<file path="src/rtl/mdu_pkg.sv">
// Shared types and op-decoding helpers for the HI/LO multiply/divide unit.
package mdu_pkg;

   typedef enum logic [2:0] {
      OP_MULT  = 3'd0,
      OP_MULTU = 3'd1,
      OP_DIV   = 3'd2,
      OP_DIVU  = 3'd3,
      OP_MADD  = 3'd4,
      OP_MADDU = 3'd5,
      OP_MSUB  = 3'd6,
      OP_MSUBU = 3'd7
   } mdu_op_t;

   typedef enum logic [1:0] {
      ST_IDLE   = 2'd0,
      ST_RUN    = 2'd1,
      ST_FINISH = 2'd2
   } mdu_state_t;

   function automatic logic is_div(mdu_op_t op);
      return (op == OP_DIV) || (op == OP_DIVU);
   endfunction

   // Every odd encoding is the unsigned flavour.
   function automatic logic is_signed(mdu_op_t op);
      return ~op[0];
   endfunction

   function automatic logic is_accum(mdu_op_t op);
      return op[2];
   endfunction

   function automatic logic is_sub(mdu_op_t op);
      return op[2] & op[1];
   endfunction

endpackage

</file>
<file path="src/rtl/hilo_mdu_if.sv">
// Request/result bundle between the execute stage (master) and the MDU (slave).
interface hilo_mdu_if #(
   parameter int WIDTH = 32
) ();

   logic             start;
   logic [2:0]       op;
   logic [WIDTH-1:0] a;
   logic [WIDTH-1:0] b;
   logic             cancel;
   logic             hi_we;
   logic             lo_we;
   logic [WIDTH-1:0] hi_wdata;
   logic [WIDTH-1:0] lo_wdata;
   logic             busy;
   logic             done;
   logic             div_by_zero;
   logic [WIDTH-1:0] hi;
   logic [WIDTH-1:0] lo;

   modport master (
      output start, op, a, b, cancel, hi_we, lo_we, hi_wdata, lo_wdata,
      input  busy, done, div_by_zero, hi, lo
   );

   modport slave (
      input  start, op, a, b, cancel, hi_we, lo_we, hi_wdata, lo_wdata,
      output busy, done, div_by_zero, hi, lo
   );

endinterface

</file>
<file path="src/rtl/mdu_iter_core.sv">
// Radix-2 iterative datapath: shift-add multiply or restoring divide on unsigned
// magnitudes, sharing one 2*WIDTH accumulator ({remainder, quotient} when dividing).
module mdu_iter_core #(
   parameter int WIDTH = 32
) (
   input  logic               clk,
   input  logic               rst,
   input  logic               init,
   input  logic               step,
   input  logic               mode_div,
   input  logic [WIDTH-1:0]   opa,
   input  logic [WIDTH-1:0]   opb,
   output logic [2*WIDTH-1:0] prod,
   output logic [WIDTH-1:0]   quot,
   output logic [WIDTH-1:0]   rem,
   output logic               last
);

   localparam int CW = $clog2(WIDTH);

   logic [2*WIDTH-1:0] acc_q, acc_d;
   logic [WIDTH-1:0]   opd_q;
   logic               mode_q;
   logic [CW-1:0]      cnt_q;

   logic [WIDTH:0]     mul_sum;
   logic [WIDTH:0]     div_shift;
   logic [WIDTH-1:0]   div_diff;
   logic               div_ge;

   always_comb begin
      mul_sum   = {1'b0, acc_q[2*WIDTH-1:WIDTH]}
                + (acc_q[0] ? {1'b0, opd_q} : '0);
      div_shift = {acc_q[2*WIDTH-1:WIDTH], acc_q[WIDTH-1]};
      div_ge    = div_shift >= {1'b0, opd_q};
      // The partial remainder stays below the divisor, so the difference fits WIDTH bits.
      div_diff  = div_shift[WIDTH-1:0] - opd_q;
      acc_d     = acc_q;
      if (mode_q) begin
         if (div_ge) acc_d = {div_diff, acc_q[WIDTH-2:0], 1'b1};
         else        acc_d = {div_shift[WIDTH-1:0], acc_q[WIDTH-2:0], 1'b0};
      end else begin
         acc_d = {mul_sum, acc_q[WIDTH-1:1]};
      end
   end

   always_ff @(posedge clk or negedge rst) begin
      if (!rst) begin
         acc_q  <= '0;
         opd_q  <= '0;
         mode_q <= 1'b0;
         cnt_q  <= '0;
      end else if (init) begin
         acc_q  <= {{WIDTH{1'b0}}, (mode_div ? opa : opb)};
         opd_q  <= mode_div ? opb : opa;
         mode_q <= mode_div;
         cnt_q  <= '0;
      end else if (step) begin
         acc_q  <= acc_d;
         cnt_q  <= cnt_q + CW'(1);
      end
   end

   assign last = (cnt_q == CW'(WIDTH - 1));
   assign prod = acc_q;
   assign quot = acc_q[WIDTH-1:0];
   assign rem  = acc_q[2*WIDTH-1:WIDTH];

endmodule

</file>
<file path="src/rtl/hilo_mdu.sv">
// Iterative multiply/divide unit with architectural HI/LO, MADD/MSUB accumulation,
// flush cancellation and a busy/done handshake for execute-stage stalling.
module hilo_mdu
   import mdu_pkg::*;
#(
   parameter int WIDTH    = 32,
   parameter bit ACCUM_EN = 1'b1
) (
   input  logic       clk,
   input  logic       rst,
   hilo_mdu_if.slave  bus
);

   mdu_state_t       state_q, state_d;
   mdu_op_t          op_q;
   mdu_op_t          op_in;
   logic             neg_q, rneg_q, zdiv_q;
   logic [WIDTH-1:0] hi_q, lo_q;
   logic             busy_q, done_q, dbz_q;
   logic             done_d, dbz_d, res_we;

   logic             a_neg, b_neg, accept;
   logic [WIDTH-1:0] a_mag, b_mag;

   logic [2*WIDTH-1:0] prod, prod_s, mul_res, res;
   logic [WIDTH-1:0]   quot, rem, quot_s, rem_s;
   logic               last;

   assign op_in  = mdu_op_t'(bus.op);
   assign a_neg  = is_signed(op_in) & bus.a[WIDTH-1];
   assign b_neg  = is_signed(op_in) & bus.b[WIDTH-1];
   assign a_mag  = a_neg ? -bus.a : bus.a;
   assign b_mag  = b_neg ? -bus.b : bus.b;
   assign accept = (state_q == ST_IDLE) & bus.start & ~bus.cancel;

   mdu_iter_core #(.WIDTH(WIDTH)) u_core (
      .clk      (clk),
      .rst      (rst),
      .init     (accept),
      .step     (state_q == ST_RUN),
      .mode_div (is_div(op_in)),
      .opa      (a_mag),
      .opb      (b_mag),
      .prod     (prod),
      .quot     (quot),
      .rem      (rem),
      .last     (last)
   );

   // Sign correction and accumulation against the HI/LO value held during FINISH.
   always_comb begin
      prod_s  = neg_q ? -prod : prod;
      quot_s  = neg_q ? -quot : quot;
      rem_s   = rneg_q ? -rem : rem;
      mul_res = prod_s;
      if (ACCUM_EN && is_accum(op_q)) begin
         if (is_sub(op_q)) mul_res = {hi_q, lo_q} - prod_s;
         else              mul_res = {hi_q, lo_q} + prod_s;
      end
      res = is_div(op_q) ? {rem_s, quot_s} : mul_res;
   end

   always_comb begin
      state_d = state_q;
      done_d  = 1'b0;
      dbz_d   = 1'b0;
      res_we  = 1'b0;
      unique case (state_q)
         ST_IDLE:   if (accept) state_d = ST_RUN;
         ST_RUN:    if (last) state_d = ST_FINISH;
         ST_FINISH: begin
            state_d = ST_IDLE;
            done_d  = 1'b1;
            dbz_d   = is_div(op_q) & zdiv_q;
            res_we  = ~(is_div(op_q) & zdiv_q);
         end
         default:   state_d = ST_IDLE;
      endcase
      if (bus.cancel) begin
         state_d = ST_IDLE;
         done_d  = 1'b0;
         dbz_d   = 1'b0;
         res_we  = 1'b0;
      end
   end

   always_ff @(posedge clk or negedge rst) begin
      if (!rst) begin
         state_q <= ST_IDLE;
         op_q    <= OP_MULT;
         neg_q   <= 1'b0;
         rneg_q  <= 1'b0;
         zdiv_q  <= 1'b0;
         hi_q    <= '0;
         lo_q    <= '0;
         busy_q  <= 1'b0;
         done_q  <= 1'b0;
         dbz_q   <= 1'b0;
      end else begin
         state_q <= state_d;
         busy_q  <= (state_d != ST_IDLE);
         done_q  <= done_d;
         dbz_q   <= dbz_d;
         if (accept) begin
            op_q   <= op_in;
            neg_q  <= a_neg ^ b_neg;
            rneg_q <= a_neg;
            zdiv_q <= (bus.b == '0);
         end
         if (res_we) begin
            {hi_q, lo_q} <= res;
         end else if (state_q == ST_IDLE) begin
            if (bus.hi_we) hi_q <= bus.hi_wdata;
            if (bus.lo_we) lo_q <= bus.lo_wdata;
         end
      end
   end

   assign bus.busy        = busy_q;
   assign bus.done        = done_q;
   assign bus.div_by_zero = dbz_q;
   assign bus.hi          = hi_q;
   assign bus.lo          = lo_q;

endmodule
</file>
<file path="src/flat_wrapper.sv">
// flat-port wrapper written by rule: the top's interface ports become plain ports
module hilo_mdu_flat import mdu_pkg::*;
#(
   parameter int WIDTH    = 32,
   parameter bit ACCUM_EN = 1'b1
)
  (clk, rst, bus_start, bus_op, bus_a, bus_b, bus_cancel, bus_hi_we, bus_lo_we, bus_hi_wdata, bus_lo_wdata, bus_busy, bus_done, bus_div_by_zero, bus_hi, bus_lo);
  hilo_mdu_if #(.WIDTH(WIDTH)) bus_i ();
  input  logic clk;
  input  logic rst;
  input wire logic [$bits(bus_i.start)-1:0] bus_start;
  input wire logic [$bits(bus_i.op)-1:0] bus_op;
  input wire logic [$bits(bus_i.a)-1:0] bus_a;
  input wire logic [$bits(bus_i.b)-1:0] bus_b;
  input wire logic [$bits(bus_i.cancel)-1:0] bus_cancel;
  input wire logic [$bits(bus_i.hi_we)-1:0] bus_hi_we;
  input wire logic [$bits(bus_i.lo_we)-1:0] bus_lo_we;
  input wire logic [$bits(bus_i.hi_wdata)-1:0] bus_hi_wdata;
  input wire logic [$bits(bus_i.lo_wdata)-1:0] bus_lo_wdata;
  output wire logic [$bits(bus_i.busy)-1:0] bus_busy;
  output wire logic [$bits(bus_i.done)-1:0] bus_done;
  output wire logic [$bits(bus_i.div_by_zero)-1:0] bus_div_by_zero;
  output wire logic [$bits(bus_i.hi)-1:0] bus_hi;
  output wire logic [$bits(bus_i.lo)-1:0] bus_lo;
  assign bus_i.start = bus_start;
  assign bus_i.op = bus_op;
  assign bus_i.a = bus_a;
  assign bus_i.b = bus_b;
  assign bus_i.cancel = bus_cancel;
  assign bus_i.hi_we = bus_hi_we;
  assign bus_i.lo_we = bus_lo_we;
  assign bus_i.hi_wdata = bus_hi_wdata;
  assign bus_i.lo_wdata = bus_lo_wdata;
  assign bus_busy = bus_i.busy;
  assign bus_done = bus_i.done;
  assign bus_div_by_zero = bus_i.div_by_zero;
  assign bus_hi = bus_i.hi;
  assign bus_lo = bus_i.lo;
  hilo_mdu #(.WIDTH(WIDTH), .ACCUM_EN(ACCUM_EN)) u_core (.clk(clk), .rst(rst), .bus(bus_i));
endmodule
</file>
<file path="config.mk">
export PLATFORM = sky130hd
export DESIGN_NAME = hilo_mdu_flat
export DESIGN_NICKNAME = d
export VERILOG_FILES = /design/src/rtl/mdu_pkg.sv /design/src/rtl/hilo_mdu_if.sv /design/src/rtl/mdu_iter_core.sv /design/src/rtl/hilo_mdu.sv /design/src/flat_wrapper.sv
export SDC_FILE = /design/constraint.sdc
export NUM_CORES = 1
export LEC_CHECK = 0
export BUFFER_PORTS_ARGS = -buffer_cell sky130_fd_sc_hd__buf_2
export CELL_PAD_IN_SITES_DETAIL_PLACEMENT = 1
export CELL_PAD_IN_SITES_GLOBAL_PLACEMENT = 2
export CORE_MARGIN = 1.5
export CORE_UTILIZATION = 25
export DETAILED_ROUTE_END_ITERATION = 10
export GPL_TIMING_DRIVEN = 0
export PLACE_DENSITY = 0.69
export SLEW_MARGIN = 5
export SYNTH_ARGS = -nofsm -noshare
export SYNTH_HDL_FRONTEND = slang
export SYNTH_HIERARCHICAL = 1
export SYNTH_SLANG_ARGS = --single-unit
export TNS_END_PERCENT = 5
</file>
<file path="constraint.sdc">
create_clock -name clk -period 7.8 [get_ports clk]
set_input_delay 0.78 -clock clk [delete_from_list [all_inputs] [get_ports clk]]
set_output_delay 0.78 -clock clk [all_outputs]
set_load 0.01 [all_outputs]
</file>
Word-level counts from Yosys, hierarchy flattened

Index checks and enable logic that the tools add are counted.

Add/subtract/negate cells: 10
Order comparisons: 1
Equal/unequal tests: 7
Mux-type cells: 33
Bitwise operators: 10
Reductions and logical operators: 11

Operators with widths:

| kind                                                 | count |
|---|---|
| two-way mux 64 bit                                   | 8 |
| two-way mux 32 bit                                   | 13 |
| negation 32 bit                                      | 4 |
| adder 64 bit                                         | 1 |
| negation 64 bit                                      | 1 |
| subtractor 64 bit                                    | 1 |
| adder 32 x 33 -> 33 bit                              | 1 |
| greater-or-equal comparator 33 x 32 -> 1 bit         | 1 |
| logical NOT 32 bit                                   | 1 |
| subtractor 32 bit                                    | 1 |
| equality test 3 x 2 -> 1 bit (second input constant) | 4 |
| two-way mux 5 bit                                    | 2 |
| nonzero test 2 bit                                   | 5 |
| bitwise AND 1 bit                                    | 6 |
| two-way mux 1 bit                                    | 6 |
| two-way mux 2 bit                                    | 3 |
| adder 5 x 1 -> 5 bit (second input constant)         | 1 |
| equality test 5 bit (second input constant)          | 1 |
| case mux 2 bit (2 select lines)                      | 1 |
| AND reduction 2 bit                                  | 2 |
| NOT 1 bit                                            | 3 |
| equality test 2 x 1 -> 1 bit (second input constant) | 1 |
| equality test 2 bit (second input constant)          | 1 |
| logical NOT 2 bit                                    | 1 |
| 2 further kinds                                      | 3 |

Flip-flop bits (word level): 177
Input port bits: 137
Output and inout bits: 67
Logic and storage cells: 86

Depth between registers and ports, before layout

Gate-level depths: netlist (run 1).

Depth after elaboration: 8
Gate-level depth with buffers: 28
Mapped depth without buffers: 24

Modules after synthesis

The synthesis (run 1) kept the hierarchy.

Modules (own cells, without submodules):

| module        | instances | cells an instance | area each (µm²) | seq. area each (µm²) |
|---|---|---|---|---|
| hilo_mdu      | 1         | 1957              | 14023.4         | 1851.8 |
| mdu_iter_core | 1         | 1169              | 9865.7          | 2552.4 |

Worst setup path after synthesis (run 1)

OpenSTA, ideal clock, no wires.

Path kind: register -> register
Start: register u_core.u_core.acc_q[0] (netlist: u_core/u_core/prod[0])
End: register u_core.hi_q[29] (netlist: u_core/bus.hi[29])
Library setup time: 0.110 ns
Arrival: 6.528 ns
Required time: 7.690 ns
Setup slack: 1.162 ns
Cell stages (with the launch flop): 28
Path buffers: 3
Period minus slack after synthesis: 6.638 ns
Cell sequence: dfrtp_1 -> buf_2 -> inv_1 -> ha_1 -> or3b_2 -> buf_2 -> o31ai_1 -> xor2_1 -> nand4_1 -> nor4_2 -> nand3_1 -> nor3_1 -> and2_1 -> a31oi_1 -> xor2_1 -> ha_1 -> clkbuf_1 -> nand4_1 -> nor4_1 -> nand2_1 -> nor3_1 -> a22o_1 -> a31oi_1 -> o31ai_1 -> a21oi_1 -> a2111oi_0 -> nor3_1 -> o41ai_1

Cells in the longest elaborated chain, start to end: 7
Elaborated cells on any way between the ends: 8
Classes of those cells: 3 x add/sub; 5 x mux

RTL lines:

| element                                                  | line                           | text |
|---|---|---|
| start: declaration                                       | mdu_iter_core.sv:21            | `logic [2*WIDTH-1:0] acc_q, acc_d;` |
| start signal: assignment                                 | mdu_iter_core.sv:54            | `acc_q <= {{WIDTH{1'b0}}, (mode_div ? opa : opb)};` |
| negation 64 bit                                          | hilo_mdu.sv:52                 | `prod_s = neg_q ? -prod : prod;` |
| two-way mux 64 bit *                                     | hilo_mdu.sv:52                 |  |
| adder 64 bit / subtractor 64 bit (equally long branches) | hilo_mdu.sv:58, hilo_mdu.sv:57 |  |
| two-way mux 64 bit                                       | hilo_mdu.sv:57                 | `if (is_sub(op_q)) mul_res = {hi_q, lo_q} - prod_s;` |
| two-way mux 64 bit *                                     | hilo_mdu.sv:56                 | `if (ACCUM_EN && is_accum(op_q)) begin` |
| two-way mux 64 bit *                                     | hilo_mdu.sv:60                 | `res = is_div(op_q) ? {rem_s, quot_s} : mul_res;` |
| two-way mux 32 bit *                                     | hilo_mdu.sv:110                | `if (res_we) begin` |
| end signal: assignment                                   | hilo_mdu.sv:111                | `{hi_q, lo_q} <= res;` |
| end signal: assignment                                   | hilo_mdu.sv:113                | `if (bus.hi_we) hi_q <= bus.hi_wdata;` |
| end: declaration                                         | hilo_mdu.sv:18                 | `logic [WIDTH-1:0] hi_q, lo_q;` |

Mark *: on every way between the ends. The rest lies on a longest branch, timed or not.
A chain may end at the register's enable or synchronous reset.

Final worst setup path (run 1)

Same ends and word-level chain as after synthesis.

==> out/qor.csv, run 1 <==
stage,metric,value,unit
die,die footprint,97400,sq um
die,core box area,94900,sq um
sta,Final Hold Violating Endpoints,0,
die,Die Y,312,microns
logic_synthesis,Synth Flop Type,dfrtp_1,
grt,Tot GR Track Use,0.223,
clock_tree,"CTS clk-pin slew, worst paths",110,ps
place,buffers added on ports,203,
place,Cells after DPL,4595,
clock_tree,"Clk Latency, worst-skew pair",540,ps
grt,vias in the first global route,24830,
sta,final worst path period share,0.965,
sta,RSZ-0062 raised after global routing,true,
sta,Setup TNS,0,ps
worst_setup_path,crit-path max FO,10,
final_layout,NumNets Final,3621,
power_and_ir_drop,power density over the cells,400,nW/um^2
logic_synthesis,"Cell Area, Synth",23900,sq um
final_layout,Final Cell Area,27300,sq um
drt,DR WL/cell,24.0,microns
clock_tree,H-Tree Depth,4,
logic_synthesis,Yosys top cell area share,0.184,
logic_synthesis,post-synthesis sequential area ratio,0.184,
clock_tree,CTS tree,built,
worst_setup_path,Critical Path AT,7930,ps
sta,slew at the pin closest to its max-slew limit,1140,ps
final_layout,Fillers,11637,
drt,drt first pass iters,5,
final_layout,share of cells above drive strength 1,0.130,
place,post-place setup slack,-1390,ps
place,Placement Cell Area,26500,sq um
clock_tree,Root Buffer,clkbuf_16,
worst_setup_path,largest stage delay on the critical path,540,ps
drt,drt total wl,111000,microns
die,# IOs,204,
power_and_ir_drop,PnR Total Power,10.9,mW
drt,Vias/cell,5.37,
drt,post-route ant nets,0,
clock_tree,clock tree sinks,176,
sta,"Slew Viols, Final",0,
power_and_ir_drop,P_leak,11.2,nW
logic_synthesis,largest cells by area after synthesis,"dfrtp_1 (18%), ha_1 (7.1%), mux2i_1 (7.0%), xor2_1 (6.8%), a21oi_1 (6.3%)",
grt,gr ovfl total,0,
sta,Tmin final,7530,ps
logic_synthesis,synth unique cells,104,
hold_path,type of the worst min-delay path,input pin to asynchronous set/reset pin,
sta,Fmax,0.133,GHz
grt,largest net degree at the start of global routing,96,
sta,Setup Viol. Count Final,0,
place,post-DP HPWL,91500,microns
die,initial cell density of the core,0.252,
logic_synthesis,Post-synth EDFFs,0,
drt,DRT iter0 DRCs,1574,
logic_synthesis,post-synth top area cell,dfrtp_1,
logic_synthesis,syn_nets,3401,
grt,first-pass GRT wire length,165000,microns
final_layout,"commonest non-fill, non-tap cell in the layout",a21oi_1,
worst_setup_path,Worst Path Required,8200,ps
logic_synthesis,Synth async-reset ratio,1.00,
logic_synthesis,#FFs+latches synth,176,
place,final RePlAce weighted congestion,0.902,
clock_tree,hold_buf cts,0,
sta,Final Worst Setup Slack,273,ps
worst_setup_path,crit path max-delay cell type,dfrtp_2,
worst_setup_path,Crit. End Element,flip-flop,
clock_tree,TritonCTS Buffers,17,
final_layout,Synth-to-Final Area Change,14.5,%
drt,Via Count,24828,
grt,antenna violations before repair,1,
final_layout,"commonest cells after routing, fill and taps aside","a21oi_1 (303), nor2_1 (250), nand2_1 (238), buf_2 (223), o21ai_0 (186)",
worst_setup_path,CP dominant cell by count,nor3_2,
drt,DRC viols,0,
power_and_ir_drop,Worst VDD drop,0.177,mV
sta,worst rel slew slack,0.239,
logic_synthesis,Cells after Synth,3126,
sta,Final Skew,33.3,ps
job,MaxCap Viol Count,0,
run_status,outcome,finished clean,
die,Die X,312,microns
clock_tree,CTS Buffer Depth,2,
worst_setup_path,Setup CP Type,flip-flop to flip-flop,
die,Std-Cell Rows,113,
final_layout,post-route insts no fill,4625,
logic_synthesis,Ys Warns,6,
logic_synthesis,Avg Inst Size Synth,7.64,sq um
worst_setup_path,Worst setup SP type,flip-flop,
==> cells in the mapped netlist (24+ instances only) <==
cell type	count
a211oi_1	80
a21o_1	69
a21oi_1	303
a31oi_1	49
and2_1	44
and3_1	30
buf_4	66
clkbuf_1	147
dfrtp_1	176
ha_1	135
inv_1	103
mux2i_1	168
nand2_1	238
nand3_1	52
nand4_1	52
nor2_1	250
nor3_1	61
nor4_1	27
o211ai_1	34
o21ai_0	189
o31ai_1	50
o41ai_1	30
or4_1	24
xnor2_1	170
xor2_1	186
==> state kept, by name, indices dropped and copies added, names as in the netlist <==
name	flops
u_core/u_core/cnt_q	5
u_core/u_core/prod	64
u_core/bus.div_by_zero	1
u_core/bus.done	1
u_core/u_core/mode_q	1
u_core/bus.hi	32
u_core/bus.busy	1
u_core/u_core/opd_q	32
u_core/state_q	2
u_core/neg_q	1
u_core/op_q	2
u_core/rneg_q	1
u_core/zdiv_q	1
u_core/bus.lo	32
==> final cells by class <==
class / instances / area (sq um) / share of cell area
antenna: 1 / 2.50 / 0.0000915
tap: 1265 / 1580 / 0.0579
timing repair buffer: 206 / 1070 / 0.0391
clock buffer: 18 / 439 / 0.0161
buffer: 252 / 1270 / 0.0466
clock inverter: 14 / 191 / 0.00700
sequential: 176 / 4410 / 0.161
inverter: 105 / 394 / 0.0144
multi-input combinational: 2588 / 18000 / 0.658
==> worst max-delay path: cells and delay by family (launching register included) <==
family	cells	cell delay, ps
AOI/OAI and AO/OA	9	2350
adders and majority gates	2	590
xor gates and xnor gates	2	520
buffers and inverters	3	700
and+or+nand+nor	9	2690
DFF	1	540
==> path summary, 6_finish.rpt <==
kind                                         from                      to  slack [ps]  cells past startpoint
setup / recovery            u_core/u_core/prod[0]       u_core/bus.hi[29]         270                     25
min in group clk                  bus_lo_wdata[6]        u_core/bus.lo[6]         480                      3
hold reg to reg            u_core/u_core/cnt_q[4]  u_core/u_core/cnt_q[4]         540                      2
setup reg to reg            u_core/u_core/prod[0]       u_core/bus.hi[29]         270                     25
hold / removal                                rst       u_core/bus.lo[17]         240                      1
max in group asynchronous                     rst   u_core/u_core/prod[0]        6490                      2
==> per-stage QoR <==
step | hold slack, ps | utilization
after global placement | 510 | 0.279
final | 236 | 0.288
after global routing | 289 | 0.288
after floorplan | 472 | -
after detailed placement | 533 | 0.280
after CTS | 256 | 0.288
==> cell families (layout without fill, tap and decap cells) <==
family          after synthesis  after routing  synth area share
flops                       176            176             0.184
fa+ha+maj                   138            138            0.0732
mux                         171            171            0.0718
other cells                   0              1                 0
compound gates             1001           1001             0.273
xor+xnor                    356            356             0.131
buf+inv                     362            595            0.0703
simple gates                922            922             0.197
==> power breakdown <==
group          total [mW]  switching (mW)  internal, mW
clock               0.996           0.524         0.472
sequential           1.78           0.624          1.16
combinational        8.16            5.05          3.11
total                10.9            6.20          4.74
==> repair_timing <==
item                       CTS  global route
setup endpoints to repair   21            13
cloned                       0             0
setup buffers                2             0
pin swaps                    1             1
resized for setup           29            17
==> routing by layer <==
metal / track usage / vias up / part of all wire
met1: 0.304 / 12363 / 0.47
met2: 0.374 / 485 / 0.47
met3: 0.0220 / 92 / 0.032
met4: 0.0617 / 2 / 0.024
met5: 0 / - / 0.00012
li1: - / 11886 / -
(Power assumes the default switching activity.)
==> inputs of run 2 (changes only) <==
- RECOVER_POWER: unset -> 25
==> run 2 against run 1 <==
  * The flow now finishes with violations (capacitance limit, slew limit)
  * Sequential cell count stayed put
  * Cell area hardly changed
  * Routed wire length hardly changed
  * Critical path type unchanged
  * Largest cell class unchanged
==> out/qor.csv, run 2 (synthesized netlist as in run 1, its figures left out) <==
stage,metric,value,unit,change
worst_setup_path,CP Depth,25,,unchanged
drt,DR WL/cell,24.0,microns,about the same
hold_path,worst hold path depth,3,,
run_status,outcome,finished with violations,,
clock_tree,"CTS clk-pin slew, worst paths",110,ps,about the same
hold_path,hold path startpoint,bus_lo_wdata[6],,
sta,Tmin final,7530,ps,-0.919 ps
worst_setup_path,Setup CP Type,flip-flop to flip-flop,,
power_and_ir_drop,Worst VDD drop,0.177,mV,about the same
sta,final worst path period share,0.965,,about the same
worst_setup_path,Worst Path Required,8200,ps,about the same
place,Cells after DPL,4595,,unchanged
worst_setup_path,RR Startpoint,u_core/u_core/prod[0],,
worst_setup_path,crit path launch,u_core/u_core/prod[0],,
die,initial cell density of the core,0.252,,unchanged
sta,worst rel slew slack,-2.55,,-2.79
sta,"Slew Viols, Final",83,,+83
drt,DRC viols,0,,unchanged
drt,Via Count,24826,,-0.0081%
sta,slew at the pin closest to its max-slew limit,5320,ps,+4180 ps
clock_tree,"Clk Latency, worst-skew pair",540,ps,about the same
worst_setup_path,largest delay contributor family on the critical path,simple AND/OR/NAND/NOR gates,,
grt,antenna violations before repair,1,,unchanged
final_layout,fin util,0.288,,about the same
final_layout,Largest register FFs,64,,unchanged
drt,Vias/cell,5.37,,about the same
sta,RSZ-0062 raised after global routing,true,,
final_layout,"commonest cells after routing, fill and taps aside","a21oi_1 (303), nor2_1 (250), nand2_1 (238), buf_2 (223), o21ai_0 (186)",,
worst_setup_path,largest stage delay on the critical path,540,ps,about the same
worst_setup_path,Crit. End Element,flip-flop,,
drt,post-route ant nets,0,,unchanged
clock_tree,hold_buf cts,0,,unchanged
place,final RePlAce weighted congestion,0.902,,unchanged
clock_tree,CTS tree,built,,
sta,Setup Viol. Count Final,0,,unchanged
sta,Final Skew,33.3,ps,+0.0389 ps
drt,drt first pass iters,5,,unchanged
final_layout,Synth-to-Final Area Change,14.4,%,about the same
die,Die Y,312,microns,unchanged
die,Die X,312,microns,unchanged
worst_setup_path,Worst R2R Path Depth,25,,unchanged
clock_tree,TritonCTS Buffers,17,,unchanged
final_layout,NumNets Final,3621,,unchanged
worst_setup_path,worst path bufs/invs,3,,unchanged
drt,drt total wl,111000,microns,about the same
sta,Final Hold Violating Endpoints,0,,unchanged
worst_setup_path,Critical Path AT,7920,ps,about the same
clock_tree,clock tree sinks,176,,unchanged
power_and_ir_drop,power density over the cells,400,nW/um^2,about the same
worst_setup_path,Worst setup SP type,flip-flop,,
run_status,failing checks,"capacitance limit, slew limit",,
final_layout,"commonest non-fill, non-tap cell in the layout",a21oi_1,,
hold_path,type of the worst min-delay path,input pin to flip-flop,,
drt,DRT iter0 DRCs,1574,,unchanged
die,Std-Cell Rows,113,,unchanged
final_layout,post-route insts no fill,4625,,unchanged
die,core box area,94900,sq um,unchanged
grt,largest net degree at the start of global routing,96,,unchanged
grt,Tot GR Track Use,0.223,,unchanged
sta,Setup TNS,0,ps,unchanged
worst_setup_path,crit path max-delay cell type,dfrtp_2,,
clock_tree,H-Tree Depth,4,,unchanged
die,# IOs,204,,unchanged
job,MaxCap Viol Count,1,,+1
worst_setup_path,crit-path max FO,10,,unchanged
power_and_ir_drop,P_leak,11.2,nW,about the same
worst_setup_path,CP dominant cell by count,nor3_2,,
place,post-DP HPWL,91500,microns,unchanged
grt,first-pass GRT wire length,165000,microns,unchanged
grt,vias in the first global route,24830,,unchanged
place,buffers added on ports,203,,unchanged
clock_tree,Root Buffer,clkbuf_16,,
final_layout,share of cells above drive strength 1,0.129,,-0.000298
die,die footprint,97400,sq um,unchanged
sta,Fmax,0.133,GHz,about the same
grt,gr ovfl total,0,,unchanged
clock_tree,CTS Buffer Depth,2,,unchanged
-- run 2: cell types whose count changed in the layout (fill, tap and decap cells not counted), sizes merged --
cell | previous run | this run
buf | 314 | 313
clkbuf | 162 | 163
-- run 2: metal layers --
layer,GRT usage,part of all wire
met1,0.304,0.47
met2,0.374,0.47
met3,0.0220,0.032
met4,0.0617,0.024
met5,0,0.00012
-- run 2: worst paths after layout --
check                                    endpoint  slack [ps]
setup / recovery                u_core/bus.hi[29]         270
max in group asynchronous       u_core/bus.hi[28]        2620
min in group asynchronous       u_core/bus.lo[17]        2160
hold / removal                   u_core/bus.lo[6]         480
setup reg to reg                u_core/bus.hi[29]         270
hold reg to reg            u_core/u_core/cnt_q[4]         540
-- run 2: what timing repair did --
action / 4_1_cts / 5_1_grt
pin swaps: 1 / 1
setup buffers: 2 / 0
endpoints found under the setup margin: 21 / 13
resized for setup: 29 / 17
-- run 2: worst register-to-register path, delay by kind of cell, from the launching register on --
| kind | cells | cell delay, ps |
|---|---|---|
| and+or+nand+nor | 9 | 2700 |
| AOI/OAI and AO/OA | 9 | 2360 |
| buffers and inverters | 3 | 720 |
| adders and majority gates | 2 | 590 |
| DFF | 1 | 540 |
| xor gates and xnor gates | 2 | 520 |
-- run 2: per-stage QoR --
stage / setup WS, ps / instance area (sq um) / power [mW] / hold slack (ps)
finish: 274 / 27300 / 10.9 / 476
CTS: 39.2 / 27300 / 10.8 / 256
global route: -76.6 / 27300 / 11.8 / 488
global placement: -1380 / 26500 / 9.65 / 510
floorplan: 1160 / 23900 / 7.26 / 472
detailed placement: -1390 / 26500 / 9.69 / 533
-- run 2: cell type report --
| type | count | area, sq um |
|---|---|---|
| tap | 1265 | 1580 |
| buffer | 252 | 1270 |
| antenna | 1 | 2.50 |
| sequential | 176 | 4410 |
| timing repair buffer | 206 | 1060 |
| clock buffer | 18 | 439 |
| clock inverter | 14 | 191 |
| inverter | 105 | 394 |
| fill | 11639 | 67500 |
| multi-input combinational | 2588 | 18000 |
-- run 2: report_power, final --
part	total (mW)	switching, mW	internal (mW)
combinational	8.16	5.05	3.11
clock	0.996	0.524	0.472
sequential	1.78	0.624	1.16
==> inputs of run 3 (changes only) <==
- CORE_UTILIZATION: 25 -> 37
- PLACE_DENSITY: 0.69 -> 0.92
==> run 3 against run 2 <==
  * Critical path depth increased by 3
  * First-iteration DRC count increased by 4.1%
  * Routed wire length decreased by 10%
  * Total power decreased by 2.1%
  * Clock power decreased by 7.2%
  * Global-route usage increased by 7.1 points
  * The flow still finishes with violations (capacitance limit, slew limit)
  * Sequential share of layout area increased by 0.31 points
==> out/qor.csv, run 3 (synthesized netlist as in run 1, its figures left out) <==
stage,metric,value,unit,change
place,post-DP HPWL,81300,microns,-11%
clock_tree,Root Buffer,clkbuf_16,,
die,core box area,63400,sq um,-33%
drt,Via Count,25268,,+1.8%
clock_tree,"CTS clk-pin slew, worst paths",80,ps,-30 ps
die,Std-Cell Rows,92,,-19%
grt,antenna violations before repair,2,,+1
worst_setup_path,crit-path max FO,10,,unchanged
clock_tree,TritonCTS Buffers,17,,unchanged
sta,Final Hold Violating Endpoints,0,,unchanged
grt,gr ovfl total,0,,unchanged
sta,Fmax,0.131,GHz,-1.3%
place,final RePlAce weighted congestion,0.956,,+5.9%
run_status,failing checks,"capacitance limit, slew limit",,
worst_setup_path,worst path bufs/invs,5,,+2
drt,DR WL/cell,23.7,microns,-1.5%
grt,first-pass GRT wire length,151000,microns,-8.6%
power_and_ir_drop,Worst VDD drop,0.212,mV,+20%
die,initial cell density of the core,0.377,,+0.125
final_layout,Final Cell Area,26800,sq um,-1.9%
final_layout,post-route insts no fill,4217,,-8.8%
final_layout,Fillers,7971,,-32%
place,Cells after DPL,4178,,-9.1%
worst_setup_path,Crit. End Element,flip-flop,,
worst_setup_path,crit path max-delay cell type,dfrtp_2,,
clock_tree,CTS tree,built,,
clock_tree,"Clk Latency, worst-skew pair",520,ps,-20 ps
sta,Setup Viol. Count Final,0,,unchanged
power_and_ir_drop,P_leak,11.2,nW,about the same
worst_setup_path,Worst setup SP type,flip-flop,,
place,post-place setup slack,-1090,ps,+300 ps
hold_path,hold path startpoint,bus_hi_wdata[7],,
worst_setup_path,crit path launch,u_core/u_core/prod[0],,
power_and_ir_drop,power density over the cells,399,nW/um^2,-0.18%
final_layout,share of cells above drive strength 1,0.128,,-0.000748
final_layout,NumNets Final,3625,,+0.11%
worst_setup_path,RR Startpoint,u_core/u_core/prod[0],,
power_and_ir_drop,PnR Total Power,10.7,mW,-2.1%
drt,DRT iter0 DRCs,1639,,+4.1%
job,MaxCap Viol Count,2,,+1
clock_tree,hold_buf cts,0,,unchanged
final_layout,area of the multi-input gates,18000,sq um,unchanged
grt,vias in the first global route,24860,,+0.12%
clock_tree,CTS Buffer Depth,2,,unchanged
sta,slew at the pin closest to its max-slew limit,4590,ps,-731 ps
sta,Final Worst Setup Slack,172,ps,-102 ps
final_layout,Largest register FFs,64,,unchanged
sta,Tmin final,7630,ps,+102 ps
drt,drt total wl,99900,microns,-10%
worst_setup_path,Critical Path AT,8020,ps,+100 ps
sta,Setup TNS,0,ps,unchanged
hold_path,type of the worst min-delay path,input pin to flip-flop,,
die,# IOs,204,,unchanged
place,Placement Cell Area,26000,sq um,-1.8%
sta,Hold WS,522,ps,+45.5 ps
final_layout,fin util,0.423,,+0.135
place,buffers added on ports,203,,unchanged
drt,post-route ant nets,0,,unchanged
sta,final worst path period share,0.978,,+0.0131
sta,RSZ-0062 raised after global routing,true,,
worst_setup_path,Setup CP Type,flip-flop to flip-flop,,
worst_setup_path,largest delay contributor family on the critical path,simple AND/OR/NAND/NOR gates,,
die,Die Y,257,microns,-18%
drt,DRC viols,0,,unchanged
worst_setup_path,largest stage delay on the critical path,550,ps,about the same
final_layout,"commonest non-fill, non-tap cell in the layout",a21oi_1,,
drt,drt first pass iters,7,,+2
die,Die X,257,microns,-18%
drt,Vias/cell,5.99,,+12%
clock_tree,H-Tree Depth,4,,unchanged
run_status,outcome,finished with violations,,
clock_tree,clock tree sinks,176,,unchanged
die,die footprint,66100,sq um,-32%
sta,Final Skew,18.0,ps,-15.3 ps
sta,"Slew Viols, Final",100,,+20%
final_layout,Register Area,4410,sq um,unchanged
final_layout,Synth-to-Final Area Change,12.2,%,
grt,Tot GR Track Use,0.294,,+0.0709
grt,largest net degree at the start of global routing,80,,-17%
final_layout,"commonest cells after routing, fill and taps aside","a21oi_1 (303), nor2_1 (249), nand2_1 (238), buf_2 (223), o21ai_0 (188)",,
sta,worst rel slew slack,-2.06,,+0.487
worst_setup_path,Worst Path Required,8190,ps,about the same
run 3: cell type report:
type                       instances  share of cell area
antenna                            8            0.000747
clock inverter                    15             0.00616
tap                              846              0.0395
clock buffer                      17              0.0159
timing repair buffer             208              0.0401
multi-input combinational       2588               0.671
sequential                       176               0.164
inverter                         105              0.0147
buffer                           254              0.0477
run 3: tightest hold or removal path: stages:
cell     delay [ps]
buf_2            80
a22oi_1          70
o21ai_0          70
run 3: layer usage:
metal  global-route usage  up-vias  share of wire
li1                     -    11887              -
met1                0.400    12474           0.45
met2                0.472      744           0.46
met3               0.0324      163          0.049
met4                0.123        0          0.037
met5                    0        -              0
run 3: path summary, 6_finish.rpt:
path                            cells past startpoint                      to  slack (ps)
worst max-delay path                               28       u_core/bus.hi[29]         170
worst min-delay path                                3        u_core/bus.hi[7]         520
worst max register to register                     28       u_core/bus.hi[29]         170
worst min register to register                      2       u_core/bus.lo[30]         560
max in group asynchronous                           2  u_core/u_core/prod[46]        2010
min in group asynchronous                           1       u_core/bus.lo[19]         680
run 3: report_power, final:
part           internal (mW)  total (mW)  switching (mW)
sequential              1.16        1.76           0.599
combinational           3.09        8.03            4.94
clock                  0.455       0.924           0.470
run 3: repair_timing:
action	in CTS	in global routing
setup endpoints to repair	13	18
resized for setup	18	24
buffers inserted	1	1
pin swaps	2	0
cloned	0	0
